$ cat config.mk
export PLATFORM = sky130hd
export DESIGN_NAME = load_store_unit_flat
export DESIGN_NICKNAME = d
export VERILOG_FILES = /design/src/rtl/load_store_unit_if.sv /design/src/rtl/load_store_unit.sv /design/src/flat_wrapper.sv
export SDC_FILE = /design/constraint.sdc
export NUM_CORES = 1
export LEC_CHECK = 0
export CAP_MARGIN = 25
export CORE_MARGIN = 2
export CORE_UTILIZATION = 35
export DETAILED_ROUTE_END_ITERATION = 12
export HOLD_SLACK_MARGIN = 0.03
export PLACE_DENSITY_LB_ADDON = 0.2
export SLEW_MARGIN = 15
export SYNTH_ARGS = -nofsm -noshare
export SYNTH_HDL_FRONTEND = slang
export SYNTH_SLANG_ARGS = --single-unit
$ cat constraint.sdc
create_clock -name clk -period 1.95 [get_ports clk]
set_input_delay 0.2925 -clock clk [delete_from_list [all_inputs] [get_ports clk]]
set_output_delay 0.2925 -clock clk [all_outputs]
set_load 0.03 [all_outputs]
$ cat src/rtl/load_store_unit_if.sv
// rtl/load_store_unit_if.sv - data-memory request/response bus between the load/store unit and memory
interface load_store_unit_if;
  logic        mem_req_valid;
  logic        mem_req_ready;
  logic [31:0] mem_addr;
  logic        mem_we;
  logic [3:0]  mem_wstrb;
  logic [31:0] mem_wdata;
  logic        mem_rsp_valid;
  logic [31:0] mem_rdata;

  modport master (
    output mem_req_valid, mem_addr, mem_we, mem_wstrb, mem_wdata,
    input  mem_req_ready, mem_rsp_valid, mem_rdata
  );

  modport slave (
    input  mem_req_valid, mem_addr, mem_we, mem_wstrb, mem_wdata,
    output mem_req_ready, mem_rsp_valid, mem_rdata
  );
endinterface

$ cat src/rtl/load_store_unit.sv
// rtl/load_store_unit.sv - multi-cycle load/store stage with byte-lane requests and core stall
// Optional feature macro: MISALIGN_TRAP_EN (trap misaligned half/word accesses, adds o_misaligned)
module load_store_unit #(
  parameter int unsigned TIMEOUT_CYCLES = 255
) (
  input  logic        clk,
  input  logic        reset,
  input  logic        i_mem_read,
  input  logic        i_mem_write,
  input  logic [2:0]  i_funct3,
  input  logic [31:0] i_alu_result,
  input  logic [31:0] i_write_data,
  output logic [31:0] o_read_data,
  output logic        o_stall,
  output logic        o_bus_err,
`ifdef MISALIGN_TRAP_EN
  output logic        o_misaligned,
`endif
  load_store_unit_if.master mem
);

  typedef enum logic [1:0] {S_IDLE, S_REQ, S_WAIT, S_DONE} state_t;

  state_t      r_state;
  state_t      w_next;
  logic [31:0] r_addr;
  logic [1:0]  r_addr_lo;
  logic [2:0]  r_funct3;
  logic        r_we;
  logic [3:0]  r_wstrb;
  logic [31:0] r_wdata;
  logic [7:0]  r_cnt;
  logic        r_err;
  logic        r_mis;
  logic [31:0] r_rdata;

  logic        w_start;
  logic        w_misalign;
  logic        w_timeout;
  logic [3:0]  w_wstrb;
  logic [31:0] w_wdata;
  logic [7:0]  w_byte;
  logic [15:0] w_half;
  logic [31:0] w_load;

  assign w_start   = i_mem_read | i_mem_write;
  // Counter holds the number of REQ/WAIT cycles already spent; this is the last allowed one.
  assign w_timeout = (r_cnt == 8'(TIMEOUT_CYCLES - 1));

`ifdef MISALIGN_TRAP_EN
  assign w_misalign = ((i_funct3[1:0] == 2'b01) & i_alu_result[0]) |
                      (i_funct3[1] & (i_alu_result[1:0] != 2'b00));
  assign o_misaligned = (r_state == S_DONE) & r_mis;
`else
  assign w_misalign = 1'b0;
`endif

  // Store lane enables and lane-replicated data; funct3[2] does not matter for stores.
  always_comb begin
    w_wstrb = 4'b1111;
    w_wdata = i_write_data;
    case (i_funct3[1:0])
      2'b00: begin
        w_wstrb = 4'b0001 << i_alu_result[1:0];
        w_wdata = {4{i_write_data[7:0]}};
      end
      2'b01: begin
        w_wstrb = 4'b0011 << {i_alu_result[1], 1'b0};
        w_wdata = {2{i_write_data[15:0]}};
      end
      default: ;
    endcase
    if (!i_mem_write) begin
      w_wstrb = 4'b0000;
    end
  end

  // Load formatting from the latched address offset and funct3.
  always_comb begin
    w_byte = mem.mem_rdata[{r_addr_lo, 3'b000} +: 8];
    w_half = mem.mem_rdata[{r_addr_lo[1], 4'b0000} +: 16];
    case (r_funct3)
      3'b000:  w_load = {{24{w_byte[7]}}, w_byte};
      3'b001:  w_load = {{16{w_half[15]}}, w_half};
      3'b100:  w_load = {24'b0, w_byte};
      3'b101:  w_load = {16'b0, w_half};
      default: w_load = mem.mem_rdata;
    endcase
  end

  // State register.
  always_ff @(posedge clk or negedge reset) begin
    if (!reset) begin
      r_state <= S_IDLE;
    end else begin
      r_state <= w_next;
    end
  end

  // Next-state and decoded outputs; Stall is combinational only while IDLE.
  always_comb begin
    w_next            = r_state;
    o_stall           = 1'b0;
    mem.mem_req_valid = 1'b0;
    o_bus_err         = 1'b0;
    case (r_state)
      S_IDLE: begin
        o_stall = reset & w_start;
        if (w_start) begin
          w_next = w_misalign ? S_DONE : S_REQ;
        end
      end
      S_REQ: begin
        o_stall           = 1'b1;
        mem.mem_req_valid = 1'b1;
        if (mem.mem_req_ready) begin
          w_next = r_we ? S_DONE : S_WAIT;
        end else if (w_timeout) begin
          w_next = S_DONE;
        end
      end
      S_WAIT: begin
        o_stall = 1'b1;
        if (mem.mem_rsp_valid || w_timeout) begin
          w_next = S_DONE;
        end
      end
      S_DONE: begin
        o_bus_err = r_err;
        w_next    = S_IDLE;
      end
      default: w_next = S_IDLE;
    endcase
  end

  // Request capture, timeout counting and load-data register.
  always_ff @(posedge clk or negedge reset) begin
    if (!reset) begin
      r_addr    <= 32'b0;
      r_addr_lo <= 2'b0;
      r_funct3  <= 3'b0;
      r_we      <= 1'b0;
      r_wstrb   <= 4'b0;
      r_wdata   <= 32'b0;
      r_cnt     <= 8'b0;
      r_err     <= 1'b0;
      r_mis     <= 1'b0;
      r_rdata   <= 32'b0;
    end else begin
      case (r_state)
        S_IDLE: begin
          if (w_start) begin
            r_addr    <= {i_alu_result[31:2], 2'b00};
            r_addr_lo <= i_alu_result[1:0];
            r_funct3  <= i_funct3;
            r_we      <= i_mem_write;
            r_wstrb   <= w_wstrb;
            r_wdata   <= w_wdata;
            r_cnt     <= 8'b0;
            r_err     <= 1'b0;
            r_mis     <= w_misalign;
            if (w_misalign) begin
              r_rdata <= 32'b0;
            end
          end
        end
        S_REQ: begin
          r_cnt <= r_cnt + 8'd1;
          if (!mem.mem_req_ready && w_timeout) begin
            r_err   <= 1'b1;
            r_rdata <= 32'b0;
          end
        end
        S_WAIT: begin
          r_cnt <= r_cnt + 8'd1;
          if (mem.mem_rsp_valid) begin
            r_rdata <= w_load;
          end else if (w_timeout) begin
            r_err   <= 1'b1;
            r_rdata <= 32'b0;
          end
        end
        default: ;
      endcase
    end
  end

  assign mem.mem_addr  = r_addr;
  assign mem.mem_we    = r_we;
  assign mem.mem_wstrb = r_wstrb;
  assign mem.mem_wdata = r_wdata;
  assign o_read_data   = r_rdata;

endmodule

$ cat src/flat_wrapper.sv
// flat-port wrapper written by rule: the top's interface ports become plain ports
module load_store_unit_flat 
#(
  parameter int unsigned TIMEOUT_CYCLES = 255
)
  (clk, reset, i_mem_read, i_mem_write, i_funct3, i_alu_result, i_write_data, o_read_data, o_stall, o_bus_err, mem_mem_req_valid, mem_mem_addr, mem_mem_we, mem_mem_wstrb, mem_mem_wdata, mem_mem_req_ready, mem_mem_rsp_valid, mem_mem_rdata);
  load_store_unit_if mem_i ();
  input  logic clk;
  input  logic reset;
  input  logic i_mem_read;
  input  logic i_mem_write;
  input  logic [2:0] i_funct3;
  input  logic [31:0] i_alu_result;
  input  logic [31:0] i_write_data;
  output logic [31:0] o_read_data;
  output logic o_stall;
  output logic o_bus_err;
  output wire logic [$bits(mem_i.mem_req_valid)-1:0] mem_mem_req_valid;
  output wire logic [$bits(mem_i.mem_addr)-1:0] mem_mem_addr;
  output wire logic [$bits(mem_i.mem_we)-1:0] mem_mem_we;
  output wire logic [$bits(mem_i.mem_wstrb)-1:0] mem_mem_wstrb;
  output wire logic [$bits(mem_i.mem_wdata)-1:0] mem_mem_wdata;
  input wire logic [$bits(mem_i.mem_req_ready)-1:0] mem_mem_req_ready;
  input wire logic [$bits(mem_i.mem_rsp_valid)-1:0] mem_mem_rsp_valid;
  input wire logic [$bits(mem_i.mem_rdata)-1:0] mem_mem_rdata;
  assign mem_mem_req_valid = mem_i.mem_req_valid;
  assign mem_mem_addr = mem_i.mem_addr;
  assign mem_mem_we = mem_i.mem_we;
  assign mem_mem_wstrb = mem_i.mem_wstrb;
  assign mem_mem_wdata = mem_i.mem_wdata;
  assign mem_i.mem_req_ready = mem_mem_req_ready;
  assign mem_i.mem_rsp_valid = mem_mem_rsp_valid;
  assign mem_i.mem_rdata = mem_mem_rdata;
  load_store_unit #(.TIMEOUT_CYCLES(TIMEOUT_CYCLES)) u_core (.clk(clk), .reset(reset), .i_mem_read(i_mem_read), .i_mem_write(i_mem_write), .i_funct3(i_funct3), .i_alu_result(i_alu_result), .i_write_data(i_write_data), .o_read_data(o_read_data), .o_stall(o_stall), .o_bus_err(o_bus_err), .mem(mem_i));
endmodule
After elaboration in Yosys (flattened, before gate mapping) --
Index checks and enable logic that the tools add are counted.
Operators by class: add/subtract/negate cells 1, eq/ne operators 15, shifts and indexed selects 4, mux-type cells 24, bitwise gates (word level) 2, reduce and logical (&&, ||, !) cells 15
Operators by type and width (count):
- $pmux 32 s2 | 2
- $pmux 32 s4 | 1
- $mux 32 | 3
- $shiftx 32x6->16 | 1
- $shiftx 32x6->8 | 1
- $pmux 8 s2 | 1
- $add 8x1->8 const B | 1
- $eq 8x8->1 const B | 1
- $mux 2 | 4
- $mux 8 | 1
- $ne 2x1->1 const B | 4
- $pmux 2 s4 | 1
- $pmux 4 s2 | 1
- $mux 1 | 7
- $eq 3x3->1 const B | 2
- $ne 3x2->1 const B | 2
- $reduce_and 3->1 | 2
- $reduce_and 5->1 | 1
- $eq 2x1->1 const B | 2
- $eq 2x2->1 const B | 2
- $logic_not 2->1 | 2
- $mux 4 | 1
- $reduce_and 2->1 | 2
- $reduce_bool 2->1 | 2
- other kinds (14) | 14
Storage, ports and cells: register bits 115, bits of input ports 105

Logic depth before layout (Yosys ltp) --
Gate-level depths: netlist of run 1.
word-level depth 4, depth in mapped cells 8

Worst setup path before layout of run 1 --
Ideal clock, no wire load.
path kind reg2out, start register u_core.r_state[0], end output o_stall, arrival 1613 ps, data required time 1657 ps, path slack 45 ps, stages on the path, launching flop included 8, path buffers 1, cells stage by stage dfrtp_1 inv_1 ha_1 o21ai_1 clkbuf_1 inv_1 a21oi_1 nor2_1
Between the ends: longest elaborated chain between the ends 3, elaborated cells on any way between the ends 5, classes of those cells 2 x eq/ne; 1 x mux; 2 x reduce/logical
RTL lines:
- from (decl) | line load_store_unit.sv:24 | state_t r_state;
- from (signal assigned) | line load_store_unit.sv:96 | r_state <= w_next;
- $eq 2x1->1 or $eq 2x2->1 (tied branches) | line load_store_unit.sv:106 | case (r_state)
- $reduce_or 2->1 (no source line)
- $pmux 1 s2 (*) | line load_store_unit.sv:106
- to (decl) | line flat_wrapper.sv:16 | output logic o_stall;
Every way passes the cells marked *; elsewhere a longest branch is shown, timed or not.

Final worst setup path of run 1 --
start register u_core.r_state[1], end output mem_mem_req_valid
Between the ends: longest elaborated chain between the ends 2
RTL lines:
- $eq 2x1->1 | line load_store_unit.sv:106
- $mux 1 | line load_store_unit.sv:106
- to (decl) | line flat_wrapper.sv:18 | output wire logic [$bits(mem_i.mem_req_valid)-1:0] mem_mem_req_valid;
No other way between the ends.

==> metrics.csv, run 1 <==
stage,metric,value,unit
die,fp.dieW,129,µm
detailed_routing,dr.pass1.iters,5,
global_route,grt_pass1_wl,23900,µm
die,rows,45,
timing,clock_skew,9.74,ps
timing,period_share,95.6,%
power_and_ir_drop,power_density,1760,nW/µm²
critical_path,worstSetupEndpointType,primary output,
final_layout,area_growth,55.6,%
detailed_routing,ant_nets,0,
place,dp_hpwl,11200,µm
power_and_ir_drop,leakage,3.70,nW
final_layout,drive_gt1_share,19.4,%
detailed_routing,via_per_inst,4.82,
critical_path,arrival,1570,ps
timing,drv_slew,0,
final_layout,nets,828,
timing,worstMarginPinSlew,616,ps
critical_path,worst_ep_required_time,1660,ps
critical_path,crit_path_start_kind,flip-flop,
place,placed_cell_area,7900,µm²
final_layout,fin_area,8550,µm²
outcome,status,"complete, but fails checks",
synthesis,yosysSeqAreaShare,52.4,%
final_layout,seq_area,2880,µm²
timing,setup_ws,85.2,ps
global_route,grt_use_total,18.7,%
final_layout,diodes,0,
die,die_y,129,µm
place,gp_congestion,0.838,
synthesis,synthCells,493,
power_and_ir_drop,ir_worst_vdd,1.08,mV
detailed_routing,num_vias,4525,
power_and_ir_drop,p_seq_share,27.4,%
final_layout,fillers,1352,
detailed_routing,drcViolationCount,0,
detailed_routing,drt-initial-drc-count,147,
global_route,gr-total-overflow,0,
die,core-area,15300,µm²
final_layout,stdcell_count,939,
clock_tree,clk_path_buf_depth,2,
place,portBuffers,206,
clock_tree,clock_latency,420,ps
clock_tree,path_clk_slew,50,ps
global_route,antenna_found_initial,0,
timing,max-slew-margin-rel,59.0,%
synthesis,synth_flop_cell,dfrtp_1,
die,start_util,36.0,%
synthesis,synth_edf_count,0,
synthesis,ys_ff_latch,115,
timing,holdWs,-2.52,ps
power_and_ir_drop,p_int,9.01,mW
synthesis,async_flop_share,100,%
clock_tree,cts_tree,yes,
power_and_ir_drop,comb_power_share,51.6,%
critical_path,critical_path_class,flip-flop to primary output,
synthesis,syn-cell-area,5500,µm²
timing,setup_viol,0,
synthesis,ys_warn_count,0,
power_and_ir_drop,power_frac_clock,21.0,%
job,drv_cap,0,
synthesis,synth_cell_types,46,
clock_tree,cts_root_buffer,clkbuf_16,
clock_tree,numCtsBuffers,17,
clock_tree,htreeDepth,4,
final_layout,multi_input_area,2470,µm²
final_layout,fin_util,56.0,%
die,ios,209,
detailed_routing,wirelength,15300,µm
power_and_ir_drop,p_sw_share,40.2,%
critical_path,crit_fanout,4,
timing,finalHoldViolations,3,
global_route,grt_max_degree,116,
synthesis,avgSynthCellArea,11.1,µm²
place,place_ws,12.9,ps
timing,min_period,1860,ps
die,die_area,16700,µm²
detailed_routing,wire_per_inst,16.3,µm
place,dp.cells,903,
outcome,violations,negative hold slack,
global_route,grt_pass1_vias,4701,
worst_hold_path,hold_path_class,input port to async pin,
clock_tree,cts.sinks,115,
timing,fmax,536,MHz
power_and_ir_drop,net-switching-power,6.06,mW
[flip-flops by register name, indices dropped and copies added (netlist names)]
register	flops
u_core.r_funct3	3
u_core.mem.mem_addr	30
u_core.o_read_data	32
u_core.r_cnt	8
u_core.mem.mem_we	1
u_core.r_state	2
u_core.mem.mem_wstrb	4
u_core.r_addr_lo	2
u_core.r_err	1
u_core.mem.mem_wdata	32
[kinds of logic after synthesis]
kind of cell,share of synthesized area (%)
other cells,0.0682
mux,15.6
buf+inv,3.55
flops,52.4
compound gates,15.6
xor+xnor,0.478
fa+ha+maj,1.82
simple gates,10.6
[critical path, cell delays in order, from the launching register on]
cell and delay (ps):
dfrtp_2 430, inv_2 100, ha_1 210, dlygate4sd2_1 420
[area by class of cell]
type	instances	area share, %
sequential	115	33.7
multi-input combinational	336	28.9
timing repair buffer	232	26.7
clock buffer	22	5.43
tap	211	3.09
clock inverter	10	1.54
inverter	13	0.600
[path summary, 6_finish.rpt]
kind                                                       from                              endpoint  slack [ps]  cells after the start
setup reg to reg                  u_core.r_state[0]$_DFFE_PN0P_    u_core.o_read_data[21]$_DFFE_PN0P_         120                      7
hold / removal                                            reset         u_core.r_state[0]$_DFFE_PN0P_          -3                      2
setup / recovery                  u_core.r_state[1]$_DFFE_PN0P_                     mem_mem_req_valid          90                      3
min in group clk           u_core.mem.mem_wdata[11]$_DFFE_PN0P_  u_core.mem.mem_wdata[11]$_DFFE_PN0P_         480                      2
max in group asynchronous                                 reset   u_core.mem.mem_addr[11]$_DFFE_PN0P_        1510                      2
hold reg to reg            u_core.mem.mem_wdata[11]$_DFFE_PN0P_  u_core.mem.mem_wdata[11]$_DFFE_PN0P_         480                      2
[stage by stage]
step                setup TNS [ps]  power (mW)
floorplan                        0        8.70
global placement                 0        11.7
detailed placement               0        11.9
CTS                          -80.1        15.1
global route                 -1.87        15.9
finish                           0        15.1
[Yosys cell counts (4+ instances only)]
cell | count | area [µm²]
mux2i_1 | 25 | 250
a21oi_1 | 15 | 75.1
inv_1 | 13 | 48.8
dfrtp_1 | 115 | 2880
nand2_1 | 58 | 218
o21ai_0 | 45 | 225
o22ai_1 | 10 | 62.6
nor2_1 | 30 | 113
nand2b_1 | 17 | 106
o41ai_2 | 7 | 114
a22o_1 | 19 | 166
buf_2 | 9 | 45.0
nor3_1 | 5 | 25.0
buf_4 | 4 | 30.0
clkbuf_1 | 15 | 56.3
a221oi_1 | 6 | 52.6
ha_1 | 8 | 100
mux2_2 | 49 | 552
nand3_1 | 5 | 25.0
[power groups by stage]
stage | clock [mW] | combinational, mW | sequential, mW
4_1_cts | 3.23 | 7.76 | 4.15
5_1_grt | 3.35 | 8.31 | 4.28
3_5_place_dp | 0 | 7.70 | 4.16
2_1_floorplan | 0 | 2.79 | 5.91
6_report | 3.16 | 7.78 | 4.13
3_3_place_gp | 0 | 7.58 | 4.12
[routing by layer]
layer	track usage [%]	wire length, µm	vias up
li1	-	-	2190
met1	22.3	6410	2145
met2	29.3	7160	173
met3	9.41	1520	17
met4	6.39	228	0
met5	0	0	-
[placed cells by master, fill, tap and decap left out, drive strengths merged, types with 3 or more instances in the layout]
cell type      synthesis  routed
a21o                   3       3
a21oi                 16      16
a221oi                 6       6
a22o                  19      19
buf                   15      28
bufinv                 0       3
clkbuf                15      23
clkdlybuf4s50          0     202
clkinv                 0       6
dfrtp                115     115
ha                     8       8
inv                   13      13
mux2                  51      51
mux2i                 25      25
nand2                 58      58
nand2b                17      17
nand3                  5       5
nor2                  31      31
nor3                   7       7
o21ai                 48      48
o22ai                 10      10
o31ai                  3       3
o41ai                  7       7
[what timing repair did]
action | in CTS | in global routing
hold buffers | 0 | 0
buffers inserted | 0 | 5
setup endpoints to repair | 3 | 8
pin swaps | 1 | 1
resized for setup | 10 | 7
(Power assumes the default switching activity.)
==> run 2: changes to the inputs <==
==> constraint.sdc (replaced) <==
create_clock -name clk -period 1.65 [get_ports clk]
set_input_delay 0.2475 -clock clk [delete_from_list [all_inputs] [get_ports clk]]
set_output_delay 0.2475 -clock clk [all_outputs]
set_load 0.03 [all_outputs]
==> run 2 against run 1 <==
- the run ends with negative setup slack left
- critical endpoint is now u_core.r_cnt[2]$_DFFE_PN0P_
- critical path type is now flip-flop to flip-flop
- clock-buffer cell count shrank 3
- clock power increased by 16%
- sequential cell count is the same
- die area unchanged
==> metrics.csv, run 2 (synthesis results as in run 1) <==
stage,metric,value,unit,change
detailed_routing,ant_nets,0,,unchanged
place,place_ws,-374,ps,was 12.9 ps
final_layout,fin_area,9130,µm²,was 8550 µm²
final_layout,area_growth,66.2,%,was 55.6%
power_and_ir_drop,ir_worst_vdd,1.33,mV,was 1.08 mV
global_route,grt_pass1_wl,25600,µm,"was 23,900 µm"
critical_path,r2r-end,u_core.r_cnt[2]$_DFFE_PN0P_,,was u_core.o_read_data[21]$_DFFE_PN0P_
critical_path,crit_start,u_core.r_state[0]$_DFFE_PN0P_,,was u_core.r_state[1]$_DFFE_PN0P_
detailed_routing,wirelength,17200,µm,"was 15,300 µm"
critical_path,critical_path.endpoint,u_core.r_cnt[2]$_DFFE_PN0P_,,was mem_mem_req_valid
worst_hold_path,min_path_cells,2,,
critical_path,worst_ep_required_time,1950,ps,was 1660 ps
timing,period_share,107,%,
die,die_area,16700,µm²,unchanged
die,die_y,129,µm,unchanged
power_and_ir_drop,power_density,2000,nW/µm²,was 1760 nW/µm²
global_route,grt_use_total,19.9,%,was 18.7%
clock_tree,cts_tree,yes,,unchanged
die,start_util,36.0,%,unchanged
critical_path,critical_path_class,flip-flop to flip-flop,,was flip-flop to primary output
die,rows,45,,unchanged
detailed_routing,dr.pass1.iters,4,,was 5
global_route,grt_pass1_vias,4928,,"was 4,701"
critical_path,worstSetupEndpointType,flip-flop,,was primary output
clock_tree,cts_root_buffer,clkbuf_16,,unchanged
detailed_routing,drcViolationCount,0,,unchanged
detailed_routing,drt-initial-drc-count,185,,was 147
place,portBuffers,206,,unchanged
place,dp_hpwl,11300,µm,"was 11,200 µm"
final_layout,drive_gt1_share,26.9,%,was 19.4%
timing,holdWs,443,ps,was -2.52 ps
final_layout,fin_util,59.9,%,was 56.0%
timing,max-slew-margin-rel,59.3,%,was 59.0%
place,gp_congestion,0.815,,was 0.838
clock_tree,clk_path_buf_depth,2,,unchanged
clock_tree,numCtsBuffers,17,,unchanged
final_layout,final_common_cell,dfrtp_1,,was clkdlybuf4s50_1
die,ios,209,,unchanged
timing,min_period,1770,ps,
global_route,gr-total-overflow,0,,unchanged
critical_path,reg2reg_depth,8,,was 7
power_and_ir_drop,finalPower,18.2,mW,was 15.1 mW
outcome,violations,negative setup slack,,was negative hold slack
clock_tree,path_clk_slew,60,ps,was 50 ps
critical_path,crit_fanout,6,,was 4
outcome,status,"complete, but fails checks",,unchanged
final_layout,diodes,0,,unchanged
final_layout,layout_common_cells,"114 x dfrtp_1, 103 x clkdlybuf4s50_1, 99 x dlygate4sd2_1",,"was 202 x clkdlybuf4s50_1, 113 x dfrtp_1, 58 x nand2_1"
place,placed_cell_area,8160,µm²,was 7900 µm²
timing,clock_skew,7.81,ps,was 9.74 ps
timing,fmax,564,MHz,
detailed_routing,num_vias,4907,,"was 4,525"
die,fp.dieW,129,µm,unchanged
clock_tree,clock_latency,410,ps,was 420 ps
timing,drv_slew,0,,unchanged
timing,setup_ws,-122,ps,was 85.2 ps
clock_tree,htreeDepth,4,,unchanged
critical_path,ff2ff_setup_slack,-120,ps,was 120 ps
power_and_ir_drop,leakage,4.28,nW,was 3.70 nW
die,core-area,15300,µm²,unchanged
timing,finalHoldViolations,0,,was 3
timing,rsz0062_at_grt,true,,
job,drv_cap,0,,unchanged
timing,setup_viol,21,,was 0
global_route,grt_max_degree,116,,unchanged
worst_hold_path,hold_path_class,input port to flip-flop,,was input port to async pin
detailed_routing,via_per_inst,5.00,,was 4.82
final_layout,nets,870,,was 828
critical_path,arrival,2070,ps,was 1570 ps
critical_path,crit_path_start_kind,flip-flop,,unchanged
global_route,antenna_found_initial,0,,unchanged
timing,worstMarginPinSlew,610,ps,was 616 ps
detailed_routing,wire_per_inst,17.5,µm,was 16.3 µm
clock_tree,cts.sinks,115,,unchanged
critical_path,r2r_start,u_core.r_state[0]$_DFFE_PN0P_,,unchanged
## run 2: how the worst min path moves through the flow
stage | to | startpoint
after global placement | u_core.mem.mem_wdata[24]$_DFFE_PN0P_ | reset
final | u_core.mem.mem_addr[23]$_DFFE_PN0P_ | i_alu_result[23]
after global routing | u_core.mem.mem_addr[13]$_DFFE_PN0P_ | i_alu_result[13]
after floorplan | u_core.mem.mem_addr[10]$_DFFE_PN0P_ | reset
after CTS | u_core.mem.mem_addr[13]$_DFFE_PN0P_ | i_alu_result[13]
after detailed placement | u_core.mem.mem_addr[6]$_DFFE_PN0P_ | reset
## run 2: layout make-up
class                   instances  area, µm²
multi-input cells             336       2650
repair buffers                274       2700
clock buffers                  19        453
fillers                      1263       6130
flip-flops and latches        115       2880
clock inverters                13        133
inverters                      13       48.8
well taps                     211        264
## run 2: layer usage
layer  vias to the layer above  track usage (%)  share of wire [%]
li1                       2283                -                  -
met1                      2384             23.1                 39
met2                       212             32.4                 48
met3                        28             9.70                 11
met4                         0             6.65                2.3
met5                         -                0                  0
## run 2: worst max-delay path, stage by stage, from the launching register on
cell and delay [ps]:
dfrtp_1 380, inv_2 80, ha_4 160, buf_6 100, nor3b_4 250, or2_4 200
nor2_1 50, mux2_4 250, a22o_1 180
## run 2: timing repair
action,4_1_cts,5_1_grt
endpoints found under the hold margin,81,0
hold buffers,1,0
gates resized for setup,134,31
pin swaps,13,18
buffers inserted,6,5
cloned,3,6
setup endpoints to repair,175,79
## run 2: power breakdown
group          total [mW]  leakage [nW]  switching, mW  internal (mW)
clock                3.66         0.281           1.36           2.29
combinational        9.79          2.57           5.63           4.15
sequential           4.80          1.42          0.699           4.10
## run 2: stage by stage
step           TNS (ps)  cells
2_1_floorplan      -350    494
3_3_place_gp     -14220    930
3_5_place_dp     -19130    930
4_1_cts            -394    972
5_1_grt           -2980    981
6_report          -1050    981
